==> config.mk <==
export PLATFORM = sky130hd
export DESIGN_NAME = writeback_port_arbiter
export DESIGN_NICKNAME = d
export VERILOG_FILES = /design/src/rtl/writeback_port_arbiter_pkg.sv /design/src/rtl/writeback_port_arbiter_fifo.sv /design/src/rtl/writeback_port_arbiter.sv
export SDC_FILE = /design/constraint.sdc
export NUM_CORES = 1
export LEC_CHECK = 0
export CORE_UTILIZATION = 30
export DETAILED_ROUTE_END_ITERATION = 10
export PLACE_DENSITY = 0.56
export SYNTH_ARGS = -nofsm -noshare
export SYNTH_HDL_FRONTEND = slang
export SYNTH_HIERARCHICAL = 1
export SYNTH_SLANG_ARGS = --single-unit
==> constraint.sdc <==
create_clock -name clk -period 3.56 [get_ports clk]
set_input_delay 0.356 -clock clk [delete_from_list [all_inputs] [get_ports clk]]
set_output_delay 0.356 -clock clk [all_outputs]
set_load 0.02 [all_outputs]
==> src/rtl/writeback_port_arbiter_pkg.sv <==
// Shared writeback definitions: default register-file geometry, the write request
// record and the encoding that names which source owns the write port.
package writeback_port_arbiter_pkg;

  localparam int WB_DATA_WIDTH = 16;
  localparam int WB_ADDR_WIDTH = 3;

  typedef struct packed {
    logic                     en;
    logic [WB_ADDR_WIDTH-1:0] address;
    logic [WB_DATA_WIDTH-1:0] data;
  } wb_req_t;

  typedef enum logic {
    WB_SRC_PIPE = 1'b0,
    WB_SRC_MC   = 1'b1
  } wb_src_e;

endpackage

==> src/rtl/writeback_port_arbiter_fifo.sv <==
// Strictly in-order result buffer for the multi-cycle unit. A push into a full
// buffer is dropped, so callers gate push with !full (no pass-through on full).
module wb_result_fifo #(
  parameter int WIDTH = 19,
  parameter int DEPTH = 2
) (
  input  logic             clk,
  input  logic             rst,
  input  logic             push,
  input  logic [WIDTH-1:0] push_data,
  input  logic             pop,
  output logic [WIDTH-1:0] head_data,
  output logic             full,
  output logic             empty
);

  localparam int PTR_W = $clog2(DEPTH);

  // Pointers carry one wrap bit so full and empty are distinguishable.
  logic [PTR_W:0]   wr_ptr_q, wr_ptr_d;
  logic [PTR_W:0]   rd_ptr_q, rd_ptr_d;
  logic [WIDTH-1:0] mem_q [DEPTH];
  logic             do_push;
  logic             do_pop;

  assign empty     = (wr_ptr_q == rd_ptr_q);
  assign full      = (wr_ptr_q[PTR_W] != rd_ptr_q[PTR_W]) &&
                     (wr_ptr_q[PTR_W-1:0] == rd_ptr_q[PTR_W-1:0]);
  assign head_data = mem_q[rd_ptr_q[PTR_W-1:0]];

  always_comb begin
    // NOTE: every signal gets a default at the top of a comb block so no path leaves it unassigned (no latch).
    do_push  = push && !full;
    do_pop   = pop && !empty;
    wr_ptr_d = wr_ptr_q;
    rd_ptr_d = rd_ptr_q;
    if (do_push) wr_ptr_d = wr_ptr_q + 1'b1;
    if (do_pop)  rd_ptr_d = rd_ptr_q + 1'b1;
  end

  always_ff @(posedge clk) begin
    // NOTE: sequential state uses non-blocking assignment so every flop samples pre-edge values.
    if (rst) begin
      wr_ptr_q <= '0;
      rd_ptr_q <= '0;
    end else begin
      wr_ptr_q <= wr_ptr_d;
      rd_ptr_q <= rd_ptr_d;
    end
  end

  // NOTE: storage is not reset; the pointers alone define which entries are valid.
  always_ff @(posedge clk) begin
    if (do_push) mem_q[wr_ptr_q[PTR_W-1:0]] <= push_data;
  end

endmodule

==> src/rtl/writeback_port_arbiter.sv <==
// Register-file write-port arbiter: pipeline writeback has priority, multi-cycle
// results are buffered. Define WB_ARB_BYPASS_EN to let results skip an empty buffer.
module writeback_port_arbiter
  import writeback_port_arbiter_pkg::*;
#(
  parameter int DATA_WIDTH    = WB_DATA_WIDTH,
  parameter int ADDR_WIDTH    = WB_ADDR_WIDTH,
  parameter int MC_FIFO_DEPTH = 2,
  parameter int STARVE_LIMIT  = 4
) (
  input  logic                  clk,
  input  logic                  rst,
  input  logic                  pipe_write_en,
  input  logic [ADDR_WIDTH-1:0] pipe_address,
  input  logic [DATA_WIDTH-1:0] pipe_data,
  input  logic                  mc_valid,
  output logic                  mc_ready,
  input  logic [ADDR_WIDTH-1:0] mc_address,
  input  logic [DATA_WIDTH-1:0] mc_data,
  input  logic                  mc_issue,
  input  logic [ADDR_WIDTH-1:0] mc_issue_address,
  input  logic [ADDR_WIDTH-1:0] query_address_a,
  input  logic [ADDR_WIDTH-1:0] query_address_b,
  output logic                  hazard_stall,
  output logic                  bubble_req,
  output logic                  rf_write_en,
  output logic [ADDR_WIDTH-1:0] rf_address,
  output logic [DATA_WIDTH-1:0] rf_data
);

  localparam int NUM_REGS = 2 ** ADDR_WIDTH;
  localparam int ENTRY_W  = ADDR_WIDTH + DATA_WIDTH;
  localparam int CNT_W    = $clog2(STARVE_LIMIT + 1);
  localparam logic [CNT_W-1:0] STARVE_MAX = CNT_W'(STARVE_LIMIT);

  logic                  fifo_push;
  logic                  fifo_pop;
  logic                  fifo_full;
  logic                  fifo_empty;
  logic [ENTRY_W-1:0]    fifo_head;
  logic [ADDR_WIDTH-1:0] head_address;
  logic [DATA_WIDTH-1:0] head_data;
  logic                  bypass_take;
  wb_src_e               wb_src;

  logic                  rf_write_en_q, rf_write_en_d;
  logic [ADDR_WIDTH-1:0] rf_address_q,  rf_address_d;
  logic [DATA_WIDTH-1:0] rf_data_q,     rf_data_d;
  logic [NUM_REGS-1:0]   pending_q,     pending_d;
  logic [CNT_W-1:0]      starve_cnt_q,  starve_cnt_d;
  logic                  bubble_req_q,  bubble_req_d;

  assign mc_ready                  = !fifo_full;
  assign {head_address, head_data} = fifo_head;
  assign fifo_push                 = mc_valid && mc_ready && !bypass_take;

  wb_result_fifo #(
    .WIDTH (ENTRY_W),
    .DEPTH (MC_FIFO_DEPTH)
  ) u_result_fifo (
    .clk       (clk),
    .rst       (rst),
    .push      (fifo_push),
    .push_data ({mc_address, mc_data}),
    .pop       (fifo_pop),
    .head_data (fifo_head),
    .full      (fifo_full),
    .empty     (fifo_empty)
  );

  // Port selection; address/data hold their last value on idle cycles.
  always_comb begin
    wb_src        = WB_SRC_PIPE;
    fifo_pop      = 1'b0;
    bypass_take   = 1'b0;
    rf_write_en_d = 1'b0;
    rf_address_d  = rf_address_q;
    rf_data_d     = rf_data_q;
    if (pipe_write_en) begin
      rf_write_en_d = 1'b1;
      rf_address_d  = pipe_address;
      rf_data_d     = pipe_data;
    end else if (!fifo_empty) begin
      wb_src        = WB_SRC_MC;
      fifo_pop      = 1'b1;
      rf_write_en_d = 1'b1;
      rf_address_d  = head_address;
      rf_data_d     = head_data;
    end
`ifdef WB_ARB_BYPASS_EN
    else if (mc_valid) begin
      wb_src        = WB_SRC_MC;
      bypass_take   = 1'b1;
      rf_write_en_d = 1'b1;
      rf_address_d  = mc_address;
      rf_data_d     = mc_data;
    end
`endif
  end

  // A retiring multi-cycle result clears its bit; a same-cycle issue re-sets it.
  always_comb begin
    pending_d = pending_q;
    if (rf_write_en_d && (wb_src == WB_SRC_MC)) pending_d[rf_address_d] = 1'b0;
    if (mc_issue)                               pending_d[mc_issue_address] = 1'b1;
  end

  assign hazard_stall = pending_q[query_address_a] | pending_q[query_address_b];

  always_comb begin
    starve_cnt_d = starve_cnt_q;
    if (fifo_empty || fifo_pop) begin
      starve_cnt_d = '0;
    end else if (pipe_write_en && (starve_cnt_q != STARVE_MAX)) begin
      starve_cnt_d = starve_cnt_q + 1'b1;
    end
    bubble_req_d = (starve_cnt_d == STARVE_MAX);
  end

  always_ff @(posedge clk) begin
    if (rst) begin
      rf_write_en_q <= 1'b0;
      rf_address_q  <= '0;
      rf_data_q     <= '0;
      pending_q     <= '0;
      starve_cnt_q  <= '0;
      bubble_req_q  <= 1'b0;
    end else begin
      rf_write_en_q <= rf_write_en_d;
      rf_address_q  <= rf_address_d;
      rf_data_q     <= rf_data_d;
      pending_q     <= pending_d;
      starve_cnt_q  <= starve_cnt_d;
      bubble_req_q  <= bubble_req_d;
    end
  end

  assign rf_write_en = rf_write_en_q;
  assign rf_address  = rf_address_q;
  assign rf_data     = rf_data_q;
  assign bubble_req  = bubble_req_q;

endmodule

## Word-level counts from Yosys, hierarchy flattened

Memories as Yosys holds them, arrays and structs flattened. A register that Yosys moved wholly into a read port is not among the register bits.
Index checks and enable logic that the tools add are counted.

| word-level totals | value |
|---|---|
| memories kept | 1 |
| flip-flop bits (word level) | 36 |
| input bits | 52 |
| output and inout bits | 23 |
| memory bits (writable) | 38 |

| cells by class | value |
|---|---|
| add/sub/neg operators | 3 |
| bitwise gates (word level) | 4 |
| eq/ne operators | 6 |
| mux-type cells | 23 |
| reduce and logical (&&, ||, !) cells | 11 |
| $lt $le $gt $ge | 6 |

Memories:

| memory | words | width | rd ports | clocked after memory_dff | wr ports | RTL line | text |
|---|---|---|---|---|---|---|---|
| u_result_fifo.mem_q | 2 | 19 | 1 | 1 | 1 | writeback_port_arbiter_fifo.sv:22 | `logic [WIDTH-1:0] mem_q [DEPTH];` |

Operators with widths:

| kind | number |
|---|---|
| $mux 16 | 2 |
| $lt 3x4->1 const B | 4 |
| $mux 8 | 2 |
| $mux 3 | 4 |
| $mux 1 | 11 |
| $and 8x8->8 | 1 |
| $logic_and 1x1->1 | 8 |
| $not 8->8 | 1 |
| $or 8x8->8 | 1 |
| $bmux 1 s3 | 2 |
| $demux 1 s3 | 2 |
| $ge 3x1->1 const B | 2 |
| $add 2x1->2 const B | 2 |
| $add 3x1->3 const B | 1 |
| $eq 3x3->1 const B | 1 |
| $ne 3x3->1 const B | 1 |
| $eq 2x2->1 | 1 |
| $logic_not 1->1 | 2 |
| $ne 2x2->1 const B | 1 |
| $eq 1x1->1 | 1 |
| $logic_or 1x1->1 | 1 |
| $ne 1x1->1 | 1 |
| $or 1x1->1 | 1 |

## Logic depth before layout (Yosys ltp)

Gate-level depths: netlist (run 1).

| depth | value |
|---|---|
| depth after elaboration | 12 |
| gate-level depth with buffers | 9 |
| gate-level depth less buffers | 6 |

## Modules after synthesis

Netlist (run 1), hierarchy kept.

By module, submodules not included:

| module | instances | area each (µm²) | cells each |
|---|---|---|---|
| wb_result_fifo | 1 | 1649.1 | 92 |
| writeback_port_arbiter | 1 | 1617.8 | 186 |

## Least setup slack after synthesis (run 1)

No wires, ideal clock.

| path | value |
|---|---|
| path kind | reg-to-reg |
| start point | reg u_result_fifo.wr_ptr_q[0] |
| end point | mem u_result_fifo.mem_q[1][0], enable pin |
| cell stages (with the launch flop) | 7 |
| period minus slack after synthesis | 2538 ps |
| path buffers | 1 |
| setup time | 401 ps |
| data required time | 3159 ps |
| arrival time | 2137 ps |
| slack | 1022 ps |
| cell sequence | dfxtp_1 clkbuf_1 xor2_1 nor2_1 nor2b_1 nand2_1 a21oi_1 |

| between the ends | value |
|---|---|
| longest elaborated chain between the ends | 7 |

RTL lines:

| item | RTL line | text |
|---|---|---|
| start, declared | writeback_port_arbiter_fifo.sv:20 | `logic [PTR_W:0] wr_ptr_q, wr_ptr_d;` |
| start signal, assigned | writeback_port_arbiter_fifo.sv:47 | `wr_ptr_q <= wr_ptr_d;` |
| $eq 1x1->1 | writeback_port_arbiter_fifo.sv:28 | `(wr_ptr_q[PTR_W-1:0] == rd_ptr_q[PTR_W-1:0]);` |
| $logic_and 1x1->1 | writeback_port_arbiter_fifo.sv:27 | `assign full = (wr_ptr_q[PTR_W] != rd_ptr_q[PTR_W]) &&` |
| named net fifo_full | writeback_port_arbiter.sv:38 | `logic fifo_full;` |
| $logic_not 1->1 | writeback_port_arbiter.sv:53 | `assign mc_ready = !fifo_full;` |
| $logic_and 1x1->1 | writeback_port_arbiter.sv:55 | `assign fifo_push = mc_valid && mc_ready && !bypass_take;` |
| named net fifo_push | writeback_port_arbiter.sv:36 | `logic fifo_push;` |
| $logic_and 1x1->1 | writeback_port_arbiter_fifo.sv:33 | `do_push = push && !full;` |
| $mux 1 | writeback_port_arbiter_fifo.sv:54 | `if (do_push) mem_q[wr_ptr_q[PTR_W-1:0]] <= push_data;` |
| $mux 1 (not written as such) | writeback_port_arbiter_fifo.sv:54 |  |
| end, declared | writeback_port_arbiter_fifo.sv:22 |  |

The timed path passes the listed nets, and every way through them passes these cells.

## Worst setup path in the final report (run 1)

| path | value |
|---|---|
| start point | in query_address_a[0] |
| end point | out hazard_stall |

| between the ends | value |
|---|---|
| longest elaborated chain between the ends | 3 |

RTL lines:

| item | RTL line | text |
|---|---|---|
| start, declared | writeback_port_arbiter.sv:22 | `input logic [ADDR_WIDTH-1:0] query_address_a,` |
| $bmux 1 s3 | writeback_port_arbiter.sv:108 | `assign hazard_stall = pending_q[query_address_a] \| pending_q[query_address_b];` |
| $mux 1 (not written as such) | writeback_port_arbiter.sv:108 |  |
| $or 1x1->1 | writeback_port_arbiter.sv:108 |  |
| end, declared | writeback_port_arbiter.sv:24 | `output logic hazard_stall,` |

No other way between the ends. The select of a mux whose other input is x is not followed.

==> results of run 1 <==
## power by group
group          leakage (nW)  total (mW)  switching, mW  internal, mW
registers             0.659        1.07         0.0541          1.02
logic                 0.808       0.650          0.310         0.340
clock network         0.100       0.656          0.309         0.347
## per-layer routing
| metal | global-route usage [%] | wire length, µm |
|---|---|---|
| met1 | 16.40 | 3358 |
| met3 | 4.108 | 340 |
| met4 | 4.861 | 61 |
| met2 | 21.52 | 3290 |
| met5 | 0 | 0 |
## worst paths after layout
path	startpoint	endpoint	slack (ns)
worst max register to register	u_result_fifo/rd_ptr_q[0]$_SDFFE_PP0P_	rf_data[1]$_SDFFE_PP0P_	1.19
worst min-delay path	pending_q[6]$_SDFF_PP0_	pending_q[6]$_SDFF_PP0_	0.51
worst max-delay path	query_address_a[0]	hazard_stall	1.08
worst min register to register	pending_q[6]$_SDFF_PP0_	pending_q[6]$_SDFF_PP0_	0.51
## cell usage in the layout, fill, tap and decap left out, drive strengths merged, types with 2 or more instances in the layout
cell type	netlist	layout
clkbuf	7	11
nand3	4	4
ha	2	2
mux2i	5	5
o21ai	8	8
or4b	2	2
a21oi	33	33
mux2	38	38
dfxtp	37	37
a311oi	3	3
nand2	49	49
nor2b	5	5
nor3	2	2
nand4	2	2
nor2	11	11
clkdlybuf4s50	0	74
inv	8	10
xor2	2	2
mux4	4	4
buf	8	5
edfxtp	38	38
## stage by stage
| step | hold slack, ns | area (µm²) | worst slack (ns) | instances | power, mW |
|---|---|---|---|---|---|
| 2_1_floorplan | 0.4239 | 3267 | 1.022 | 278 | 1.537 |
| 3_3_place_gp | 0.4857 | 4139 | 1.107 | 478 | 1.741 |
| 3_5_place_dp | 0.4982 | 4139 | 1.069 | 478 | 1.747 |
| 4_1_cts | 0.5090 | 4340 | 1.064 | 494 | 2.416 |
| 5_1_grt | 0.5331 | 4340 | 0.9510 | 494 | 2.511 |
| 6_report | 0.5068 | 4340 | 1.080 | 494 | 2.377 |
## cells in the mapped netlist
| master | number | share of area (%) |
|---|---|---|
| or4b_4 | 2 | 0.84 |
| nand4b_1 | 1 | 0.27 |
| a311oi_1 | 2 | 0.54 |
| o21ai_1 | 6 | 0.92 |
| mux4_2 | 4 | 2.8 |
| nor4_1 | 1 | 0.19 |
| or3b_1 | 1 | 0.27 |
| buf_1 | 1 | 0.11 |
| edfxtp_1 | 38 | 35 |
| mux2_2 | 38 | 13 |
| nand3_1 | 4 | 0.61 |
| buf_4 | 2 | 0.46 |
| nand2_1 | 49 | 5.6 |
| nand4_1 | 2 | 0.38 |
| xor2_1 | 2 | 0.54 |
| mux2i_1 | 5 | 1.5 |
| nand2b_1 | 1 | 0.19 |
| a311oi_2 | 1 | 0.46 |
| o211a_1 | 1 | 0.31 |
| ha_1 | 2 | 0.77 |
| o2111a_1 | 1 | 0.34 |
| nand4bb_1 | 1 | 0.34 |
| or4_4 | 1 | 0.34 |
| a21oi_1 | 33 | 5.1 |
| dfxtp_1 | 37 | 23 |
| buf_6 | 2 | 0.69 |
| nor2_1 | 11 | 1.3 |
| clkbuf_1 | 7 | 0.80 |
| o21ai_0 | 2 | 0.31 |
| inv_1 | 8 | 0.92 |
| nor3_1 | 2 | 0.31 |
| buf_2 | 3 | 0.46 |
| o21bai_1 | 1 | 0.23 |
| xnor2_2 | 1 | 0.50 |
| nor2b_1 | 5 | 0.96 |
## final cells by class
class / count / share of cell area (%)
Inverter: 8 / 0.6918
Multi-Input combinational cell: 180 / 29.46
Clock inverter: 5 / 1.384
Clock buffer: 11 / 3.257
Sequential cell: 75 / 43.36
Timing Repair Buffer: 79 / 17.93
Tap cell: 136 / 3.920
## state kept, by name, summed over array words and instances (netlist names), named ones only
register and flops:
u_result_fifo/mem_q 38, rf_data 16, pending_q 8, rf_address 3, starve_cnt_q 3, u_result_fifo/rd_ptr_q 2, u_result_fifo/wr_ptr_q 2, bubble_req 1
rf_write_en 1
## kinds of logic after synthesis
kind of cell             after synthesis
AND/OR/NAND/NOR                       81
flip-flops                            75
AO/OA/AOI/OAI                         47
multiplexers                          47
buffers and inverters                 23
XOR/XNOR                               3
adder cells (fa/ha/maj)                2
## worst min-delay path, stage by stage (launching register included)
cell     delay, ns
dfxtp_1       0.33
o21ai_0       0.07
a21oi_1       0.06
==> impl_metrics.ini, run 1 <==
[timing]
setup_violations = 0
grt_setup_unrepaired = false
finalClockSkew_ns = 0.01065
fmax_ghz = 0.4032
maxSlewViolCount = 0
setup_tns_ns = 0
fin_crit_ns = 2.480
tightest_slew_ns = 0.9019
hold_viol = 0
min_period_over_period_pct = 69.67
slew_headroom_pct = 39.68

[clocking]
numCtsBuffers = 9
cts_tree = yes
post_cts_resized = 0
clkSinkCount = 75
cts_root_buf = clkbuf_8
postCtsHoldBufs = 0
clkLatencyLatePin_ns = 0.33
htree_num_levels = 3
clk_pin_slew_ns = 0.07
clockBufferDepth = 2
postCtsSetupBuffers = 0

[synth]
synth_simple_gate_area_share_pct = 11.60
yosys_warnings = 6
synth_cell_type_count = 35
yosysSeqAreaShare_pct = 57.60
syn_area_um2 = 3267
synth_fa_ha_area_share_pct = 0.7660
synth_mux_area_share_pct = 17.39
synth-seq-cells = 75
synth_xor_area_share_pct = 1.034
syn-instance-count = 278
synth-compound-area-share_pct = 8.158
synth_area_per_cell_um2 = 11.75
synth_nets = 332
synth_top_family_by_area = multiplexers

[final_layout]
fillers = 1046
drive_gt1_share_pct = 19.27
antenna_cells = 0
multi_input_area_um2 = 1279
utilization_pct = 41.49
nNetsFinal = 407
areaGrowthSynthToFinish_pct = 32.86
seq_area_um2 = 1882

[detailed_routing]
drc = 0
wl_um = 7049
avgRoutedWirePerCell_um = 14.27
num_vias = 2255
final_antenna_net_count = 0
drtIter0Drc = 110
viasPerCell = 4.565
first_pass_iters = 4

[run]
drv_cap = 0

[grt]
antenna_found_initial = 0
grt_pass1_vias = 2270
grt_usage_pct = 13.23
grt_max_degree = 22
grt_overflow_total = 0
grt_pass1_wl_um = 11270

[worst_setup_path]
crit_family = buffers and inverters
r2r_cells = 6
worstSetupPathType = in -> out
worstSetupStartpointType = input pin
crit_arrival_ns = 2.12
cp_slowest_stage_delay_ns = 0.53
worstPathRequired_ns = 3.20
cp.depth = 5
crit_buf_inv = 2
critPathCaptureType = primary output
path_cells = clkdlybuf4s50_1 > mux4_2 > mux2i_1 > nand2_1 > clkdlybuf4s50_1
cp_max_fo = 2
slowest_stage = clkdlybuf4s50_1
crit_path_frequent_cell = clkdlybuf4s50_1

[placement]
io_buffer_count = 74
hpwl_um = 4930
gp_congestion = 0.7023

[status]
status = finished, final reports clean

[floorplan]
die_h_um = 106.4
core_um2 = 10460
io_pins = 75
num_rows = 37
dieArea_um2 = 11310
die_w_um = 106.4
start_util_pct = 31.22

[power_and_ir_drop]
p_leak_nw = 1.567
ir_worst_vdd_v = 0.0001824
power_density_nw_per_um2 = 547.6

[hold_path]
hold_class = reg -> reg
hold_depth = 2
(Power assumes the default switching activity.)
==> run 2, diff against run 1 <==
- PLACE_DENSITY: 0.56 -> 0.58
- clock period: 3.56 -> 2 ns (I/O delays scaled with it)
==> impl_metrics.ini, run 2 (synthesis results as in run 1) <==
[status]
status = finished, final reports clean

[final_layout]
layout_common_cells = 73 x clkdlybuf4s50_1, 49 x nand2_1, 38 x mux2_2, 38 x edfxtp_1, 36 x dfxtp_1
final_cell_area_um2 = 4466
layout_commonest_cell = clkdlybuf4s50_1
fillers = 1038
areaGrowthSynthToFinish_pct = 36.69
drive_gt1_share_pct = 22.37
antenna_cells = 0
largest_reg_flops = 38
instances_no_fill = 507
nNetsFinal = 420

[timing]
slew_headroom_pct = 66.61
final.setup.worst_slack_ns = 0.1353
hold_viol = 0
grt_setup_unrepaired = false
finalClockSkew_ns = 0.01191
setup_violations = 0
whs_ns = 0.3962
maxSlewViolCount = 0
tightest_slew_ns = 0.4993
fin_crit_ns = 1.865
min_period_over_period_pct = 93.24
fmax_ghz = 0.5363

[worst_setup_path]
cp_max_fo = 2
regToRegSetupSlack_ns = 0.28
worstPathRequired_ns = 1.80
worstSetupStartpointType = flop
worstSetupPathType = reg -> out
critPathCaptureType = primary output
crit_arrival_ns = 1.66

[clocking]
numCtsBuffers = 9
clockBufferDepth = 2
cts_tree = yes
clk_pin_slew_ns = 0.08
htree_num_levels = 3
cts_root_buf = clkbuf_8
clkSinkCount = 75
clkLatencyLatePin_ns = 0.35

[detailed_routing]
drtIter0Drc = 74
first_pass_iters = 4
viasPerCell = 4.684
final_antenna_net_count = 0
wl_um = 7509
num_vias = 2375
drc = 0
avgRoutedWirePerCell_um = 14.81

[floorplan]
core_um2 = 10460
dieArea_um2 = 11310
die_h_um = 106.4
start_util_pct = 31.22
die_w_um = 106.4
num_rows = 37
io_pins = 75

[placement]
io_buffer_count = 74
dp_slack_ns = -0.1983
hpwl_um = 5277
dpl_cell_area_um2 = 4274
gp_congestion = 0.7552
dp_cells = 490

[hold_path]
hold_class = in -> reg

[grt]
grt_pass1_vias = 2350
grt_pass1_wl_um = 11750
antenna_found_initial = 0
grt_usage_pct = 13.72
grt_max_degree = 35
grt_overflow_total = 0

[run]
drv_cap = 0

[power_and_ir_drop]
power.total_mw = 4.306
ir_worst_vdd_v = 0.0003783
p_leak_nw = 1.638
power_density_nw_per_um2 = 964.3
run 2: through the flow:
stage / setup TNS [ns] / util, %
6_report: 0 / 42.68
5_1_grt: 0 / 42.68
4_1_cts: 0 / 42.71
3_5_place_dp: -0.1983 / 40.85
3_3_place_gp: -0.1465 / 40.85
2_1_floorplan: 0 / -
run 2: cell type report:
| class | instances | area [µm²] | area share [%] |
|---|---|---|---|
| multi-input cells | 180 | 1286 | 28.80 |
| inverters | 8 | 30.03 | 0.6725 |
| well taps | 136 | 170.2 | 3.811 |
| repair buffers | 92 | 908.4 | 20.34 |
| clock inverters | 5 | 56.30 | 1.261 |
| clock buffers | 11 | 131.4 | 2.942 |
| flip-flops and latches | 75 | 1883 | 42.17 |
run 2: path summary, 6_finish.rpt:
check                                    startpoint                      end  cells after the start
min                                    pipe_data[9]  rf_data[9]$_SDFFE_PP0P_                      3
max reg2reg  u_result_fifo/rd_ptr_q[1]$_SDFFE_PP0P_  rf_data[5]$_SDFFE_PP0P_                      6
min reg2reg                 pending_q[4]$_SDFF_PP0_  pending_q[4]$_SDFF_PP0_                      2
max          u_result_fifo/wr_ptr_q[0]$_SDFFE_PP0P_                 mc_ready                      4
run 2: what timing repair did:
action	4_1_cts	5_1_grt
setup endpoints to repair	2	2
hold buffers	0	0
pin swaps	1	0
buffers inserted	1	0
resized for setup	1	3
run 2: critical path: stages (launching register included):
cell	delay, ns
dfxtp_1	0.35
xor2_1	0.22
nor2_1	0.10
inv_1	0.06
clkdlybuf4s50_1	0.59
run 2: per-layer routing:
layer  track usage, %  vias to the layer above  routed length, µm  share of wire [%]
met3            3.617                       12                324                4.3
li1                 -                     1171                  -                  -
met1            17.36                     1134               3589                 48
met2            22.17                       58               3494                 47
met4            5.556                        0                101                1.3
met5                0                        -                  0                  0
run 2: report_power, final:
group / total, mW / switching (mW) / internal, mW / leakage (nW)
Clock: 1.12 / 0.544 / 0.575 / 0.0933
Combinational: 1.30 / 0.612 / 0.692 / 0.886
Sequential: 1.88 / 0.0747 / 1.81 / 0.659
